File: config.mk
export PLATFORM = sky130hd
export DESIGN_NAME = tdm_demux_1_to_4
export DESIGN_NICKNAME = d
export VERILOG_FILES = /design/src/rtl/tdm_demux_1_to_4.sv
export SDC_FILE = /design/constraint.sdc
export NUM_CORES = 1
export LEC_CHECK = 0
export BUFFER_PORTS_ARGS = -buffer_cell sky130_fd_sc_hd__buf_2
export CAP_MARGIN = 40
export CORE_AREA = 2 2 39 41
export CTS_CLUSTER_DIAMETER = 200
export CTS_CLUSTER_SIZE = 20
export DETAILED_ROUTE_END_ITERATION = 16
export DIE_AREA = 0 0 41 43
export PLACE_DENSITY = 0.73
export SYNTH_ARGS = -nofsm -noshare
export SYNTH_HDL_FRONTEND = slang
export SYNTH_SLANG_ARGS = --single-unit
export TNS_END_PERCENT = 30
File: constraint.sdc
create_clock -name clk -period 4.3 [get_ports clk]
set_clock_uncertainty 0.05 [all_clocks]
set_input_delay 1.29 -clock clk [delete_from_list [all_inputs] [get_ports clk]]
set_output_delay 1.29 -clock clk [all_outputs]
set_load 0.01 [all_outputs]
File: src/rtl/tdm_demux_1_to_4.sv
// tdm_demux_1_to_4: receive end of a 4-slot time-division multiplexed link.
// A serial stream of W-bit beats is tracked slot by slot. Slot 0 is marked by
// frame_sync. Slots 0..2 are parked in a shadow register file, and the slot-3
// beat publishes all four channels on dout at once, together with a one-cycle
// dout_valid pulse. A framing violation raises a one-cycle sync_err pulse.
module tdm_demux_1_to_4 #(
    parameter int W = 1
) (
    input  logic           clk,
    input  logic           rst_n,
    input  logic [W-1:0]   din,
    input  logic           din_valid,
    input  logic           frame_sync,
    output logic [4*W-1:0] dout,
    output logic           dout_valid,
    output logic [1:0]     slot,
    output logic           locked,
    output logic           sync_err
);

    typedef enum logic {
        HUNT   = 1'b0,
        LOCKED = 1'b1
    } state_t;

    // Effect of one cycle on the datapath. It is decided by the FSM and
    // carried out by the output logic.
    typedef enum logic [2:0] {
        ACT_IDLE,   // no beat, or a beat discarded while hunting
        ACT_START,  // slot-0 beat with sync: open a new frame
        ACT_STORE,  // slot-1/2 beat: park it in the shadow file
        ACT_EMIT,   // slot-3 beat: publish the complete frame
        ACT_LOSE,   // slot-0 beat without sync: drop lock
        ACT_RESYNC  // sync before slot 0: drop the partial frame and restart
    } action_t;

    state_t         state;
    state_t         state_nxt;
    action_t        action;

    logic [1:0]     slot_nxt;
    logic [W-1:0]   shadow [3];
    logic           shadow_we;
    logic [1:0]     shadow_sel;

    logic [4*W-1:0] dout_nxt;
    logic           dout_valid_nxt;
    logic           sync_err_nxt;

    // State register.
    always_ff @(posedge clk or negedge rst_n) begin
        if (!rst_n) begin
            state <= HUNT;
        end else begin
            // NOTE: use non-blocking (<=) for every flop so that all registers
            // sample pre-edge values, whatever order the blocks run in.
            state <= state_nxt;
        end
    end

    // Next-state logic: classify the accepted beat and pick the next state.
    always_comb begin
        // NOTE: give every output of a combinational block a default first.
        // Any path that leaves one unassigned would infer a latch.
        state_nxt = state;
        action    = ACT_IDLE;

        if (din_valid) begin
            case (state)
                HUNT: begin
                    if (frame_sync) begin
                        action    = ACT_START;
                        state_nxt = LOCKED;
                    end
                end

                LOCKED: begin
                    if (slot == 2'd0) begin
                        if (frame_sync) begin
                            action = ACT_START;
                        end else begin
                            action    = ACT_LOSE;
                            state_nxt = HUNT;
                        end
                    end else if (frame_sync) begin
                        action = ACT_RESYNC;
                    end else if (slot == 2'd3) begin
                        action = ACT_EMIT;
                    end else begin
                        action = ACT_STORE;
                    end
                end

                default: begin
                    state_nxt = HUNT;
                end
            endcase
        end
    end

    // Output logic: compute the datapath updates for the chosen action.
    always_comb begin
        slot_nxt       = slot;
        shadow_we      = 1'b0;
        shadow_sel     = 2'd0;
        dout_nxt       = dout;
        dout_valid_nxt = 1'b0;
        sync_err_nxt   = 1'b0;

        case (action)
            ACT_START: begin
                shadow_we  = 1'b1;
                shadow_sel = 2'd0;
                slot_nxt   = 2'd1;
            end

            ACT_RESYNC: begin
                // The early-sync beat becomes slot 0 of the new frame.
                shadow_we    = 1'b1;
                shadow_sel   = 2'd0;
                slot_nxt     = 2'd1;
                sync_err_nxt = 1'b1;
            end

            ACT_STORE: begin
                shadow_we  = 1'b1;
                shadow_sel = slot;
                slot_nxt   = slot + 2'd1;
            end

            ACT_EMIT: begin
                // The slot-3 beat goes straight to dout, so all four channels
                // change on the same edge.
                dout_nxt       = {din, shadow[2], shadow[1], shadow[0]};
                dout_valid_nxt = 1'b1;
                slot_nxt       = 2'd0;
            end

            ACT_LOSE: begin
                sync_err_nxt = 1'b1;
                slot_nxt     = 2'd0;
            end

            default: begin
            end
        endcase
    end

    // Shadow file: holds slots 0..2 of the frame in progress.
    always_ff @(posedge clk or negedge rst_n) begin
        if (!rst_n) begin
            // NOTE: this small storage array is reset on purpose. Reset must
            // clear it, so it maps to flops rather than to a RAM, which could
            // not be cleared in one cycle.
            for (int i = 0; i < 3; i++) begin
                shadow[i] <= '0;
            end
        end else if (shadow_we) begin
            shadow[shadow_sel] <= din;
        end
    end

    // Slot counter and registered outputs.
    always_ff @(posedge clk or negedge rst_n) begin
        if (!rst_n) begin
            slot       <= 2'd0;
            dout       <= '0;
            dout_valid <= 1'b0;
            sync_err   <= 1'b0;
        end else begin
            slot       <= slot_nxt;
            dout       <= dout_nxt;
            dout_valid <= dout_valid_nxt;
            sync_err   <= sync_err_nxt;
        end
    end

    assign locked = (state == LOCKED);

endmodule

== After elaboration in Yosys (flattened, before gate mapping) ==
Cells that the tools add are included.

* Register bits: 12

* Muxes and demuxes: 18
* $lt $le $gt $ge: 2
* Add/sub/neg operators: 1
* Reductions and logical operators: 7
* Eq/ne operators: 6
* Bitwise operators: 2

{| class="wikitable"
|+ Operators by type and width
! operator !! number
|-
| two-way mux 3 bit || 4
|-
| two-way mux 1 bit || 8
|-
| equality test 3 x 2 -> 1 bit (second input constant) || 2
|-
| equality test 3 bit (second input constant) || 2
|-
| case mux 2 bit (3 select lines) || 1
|-
| case mux 3 bit (2 select lines) || 1
|-
| OR reduction 2 bit || 3
|-
| bitwise mux 3 bit || 1
|-
| equality test 3 x 1 -> 1 bit (second input constant) || 1
|-
| >= comparator 3 bit (second input constant) || 1
|-
| less-than comparator 3 x 1 -> 1 bit (second input constant) || 1
|-
| inverter 2 -> 3 bit || 1
|-
| nonzero test 3 bit || 1
|-
| OR reduction 3 bit || 1
|-
| adder 2 x 1 -> 2 bit (second input constant) || 1
|-
| demux 1 bit (select 2 bit) || 1
|-
| equality test 2 bit (second input constant) || 1
|-
| zero test 2 bit || 1
|-
| two-way mux 2 bit || 1
|-
| case mux 1 bit (2 select lines) || 1
|-
| logical AND 1 bit || 1
|-
| inverter 1 bit || 1
|}

== Depth between registers and ports, before layout ==
* Depth after elaboration: 14
* Mapped depth: 8
* Mapped depth without buffers: 8

== Worst setup path before layout ==
Ideal clock, no wire load.

* Path type: input-to-reg
* Start: in frame_sync
* End: reg shadow[1] (netlist bit)
* Arrival: 2.603 ns
* Library setup time: 0.125 ns
* Path buffers: 0
* Path slack: 1.522 ns
* Cell stages on the path: 6
* Cells stage by stage: inv_1 -> ha_1 -> and3_1 -> nand2_1 -> or4_4 -> mux2_4

* Cells in the longest elaborated chain, start to end: 12
* Elaborated cells on any way between the ends: 19

{| class="wikitable"
|+ RTL lines
! what !! RTL line !! source
|-
| start, declared || 13 || <nowiki>input logic frame_sync,</nowiki>
|-
| two-way mux 3 bit (on tied branches) || 85, 79 ||
|-
| two-way mux 3 bit || 78 || <nowiki>if (slot == 2'd0) begin</nowiki>
|-
| case mux 3 bit (2 select lines) (*) || 69 || <nowiki>case (state)</nowiki>
|-
| two-way mux 3 bit (*) || 68 || <nowiki>if (din_valid) begin</nowiki>
|-
| equality test 3 x 2 -> 1 bit || 110 || <nowiki>case (action)</nowiki>
|-
| two-way mux 2 bit || 110 ||
|-
| inverter 2 -> 3 bit (implied by the code) || 159 || <nowiki>shadow[shadow_sel] <= din;</nowiki>
|-
| >= comparator 3 bit (implied by the code) or less-than comparator 3 x 1 -> 1 bit (tied branches) || 159 ||
|-
| logical AND 1 bit (implied by the code) || 159 ||
|-
| two-way mux 1 bit (implied by the code) || 159 ||
|-
| demux 1 bit (select 2 bit) || 159 ||
|-
| bitwise mux 3 bit || 159 ||
|-
| end signal, assigned by index || 159 ||
|-
| end, declared || 42 || <nowiki>logic [W-1:0] shadow [3];</nowiki>
|}

Every way passes the cells marked *; elsewhere a longest branch is shown, timed or not.
A chain may end at the register's enable or synchronous reset.

== Worst setup path in the final report ==
Ends and elaborated chain as after synthesis.

==> summary.txt <==
Synth area leader = dfrtp_1
worst-path maximum fanout = 7
met2 usage = 22.8%
CTS buffer count = 3
ANT nets after route = 0
grt total ovfl = 0
crit start category = input port
cell leakage power = 0.381 nW
DIE WIDTH = 41 um
largest net degree at the start of global routing = 13
DR pass1 iterations = 7
run status = finished, final reports clean
Initial DRC Count = 55
TNS Setup = 0 ns
Pins Over Slew Limit = 0
Worst Path Required = 4.42 ns
initial antenna violation count = 0
Worst Max-Slew Pin Slew = 0.251 ns
reg2reg setup slack = 1.90 ns
Resized Gates After CTS = 0
clk slew on worst S/H paths = 0.07 ns
post-synth net total = 63
register area share after synthesis = 47.7%
# clock sinks = 12
RSZ-0062 raised after global routing = false
Post-synth EDFFs = 0
dominant synthesized flop cell = dfrtp_1
M1 GR Usage = 23.0%
post-placement cell area = 707 um^2
endpoints failing setup = 0
clock period minus worst slack = 2.78 ns
layout cells sized above 1 = 37.1%
DRC violations left = 0
power density cells = 612 nW/um^2
Site Rows = 14
postcts setup bufs = 0
clock latency on the worst-skew pair = 0.28 ns
hold buffer count at CTS = 0
DPL Wire Length = 855 um
Setup WS post-layout = 1.52 ns
Max Freq = 360 MHz
Final Cycle Share = 64.5%
grt met3 use = 3.66%
Area Overhead vs Synth = 18.1%
total track usage = 16.8%
DR vias/cell = 5.79
Avg Cell Area, Syn = 11.7 um^2
CTS tree = built
clk buf depth = 2
max_cap viols = 0
overall power = 0.455 mW
DIE HEIGHT = 43 um
worst hold path type = flop to flop
Slew HR = 83.1%
first-pass GRT wire length = 1.97 mm
Avg WL per Cell = 13.7 um
Final Core Density = 53.7%
I/O pin count = 14
fin area = 743 um^2
H-tree depth = 1
Syn Inst Count = 54
die area = 1760 um^2
Synth top area share = 47.7%
Clock Tree Root = clkbuf_4
Ys Warns = 0
Hold Fails Final Rpt = 0
number of synthesized register bits = 12
synth unique cells = 25
Antenna diodes = 0
Synth Cell Area = 629 um^2
Initial Util = 45.5%
crit end category = flop
Worst Setup Path Type = input port to flop
Port Buffer Count = 13
GP Congestion = 0.914
Critical Path AT = 2.89 ns
worst ir drop on vdd = 314 uV
main area contributors after synthesis = dfrtp_1, mux2_2, ha_1
vias in the first global route = 450
fillers = 125
most common cell after layout, fill and taps aside = buf_2
gr busiest metal = met1
Place WS = 1.26 ns
async set-reset flop share out of synthesis = 100%
most frequent cells in the layout = buf_2, dfrtp_1, inv_1
final net count = 80
core area = 1380 um^2
via count = 498
final wirelength = 1.17 mm
-- cell usage after synthesis, drive strengths merged (2+ instances only) --
cell type	n
dfrtp	12
nand3	2
mux2	7
ha	4
nor3	2
a21oi	3
inv	6
nand2	3
-- final cells by class --
cell class / instances / area [um^2] / area share, %
sequential: 12 / 300 / 40.4
inverter: 6 / 22.5 / 3.03
multi-input combinational: 35 / 299 / 40.2
tap: 16 / 20.0 / 2.69
clock buffer: 4 / 36.3 / 4.88
timing repair buffer: 13 / 65.1 / 8.75
-- cell families (layout without fill, tap and decap cells) --
group | Yosys count | in the layout | synth area share, %
adders and majority gates | 4 | 4 | 7.95
AOI/OAI and AO/OA | 11 | 11 | 14.1
DFF | 12 | 12 | 47.7
muxes | 7 | 7 | 13.1
buffers and inverters | 7 | 23 | 4.77
and+or+nand+nor | 13 | 13 | 12.3
-- layer usage --
layer	part of all wire, %	vias to the layer above
met1	41	229
met5	0	-
met3	8.2	7
met4	3.3	0
li1	-	232
met2	47	30
-- flip-flops by register name, summed over array words and instances (netlist names) --
signal      cells
dout            4
dout_valid      1
locked          1
shadow          3
slot            2
sync_err        1
-- report_power, final --
part	internal (mW)	total, mW	switching, mW
clock	0.0516	0.0908	0.0393
sequential	0.152	0.185	0.0332
combinational	0.0872	0.179	0.0919
total	0.291	0.455	0.164
-- worst max-delay path, cell delays in order --
cell	delay (ns)
buf_2	0.14
inv_1	0.08
ha_1	0.23
and3_1	0.27
nand2_1	0.14
or4_4	0.43
mux2_4	0.30
-- path summary, 6_finish.rpt --
path                              to  cells past startpoint  startpoint
min reg2reg                  dout[1]                      1     dout[1]
min in group asynchronous  shadow[2]                      1       rst_n
max reg2reg                shadow[1]                      8     slot[0]
max                        shadow[1]                      7  frame_sync
max in group asynchronous    dout[2]                      1       rst_n
min                          dout[1]                      1     dout[1]
-- through the flow --
stage	hold WS, ns	instances
floorplan	0.404	54
global placement	0.418	82
detailed placement	0.438	82
CTS	0.455	86
global route	0.480	86
finish	0.452	86
Note: power is estimated with default switching activity, not from simulation.
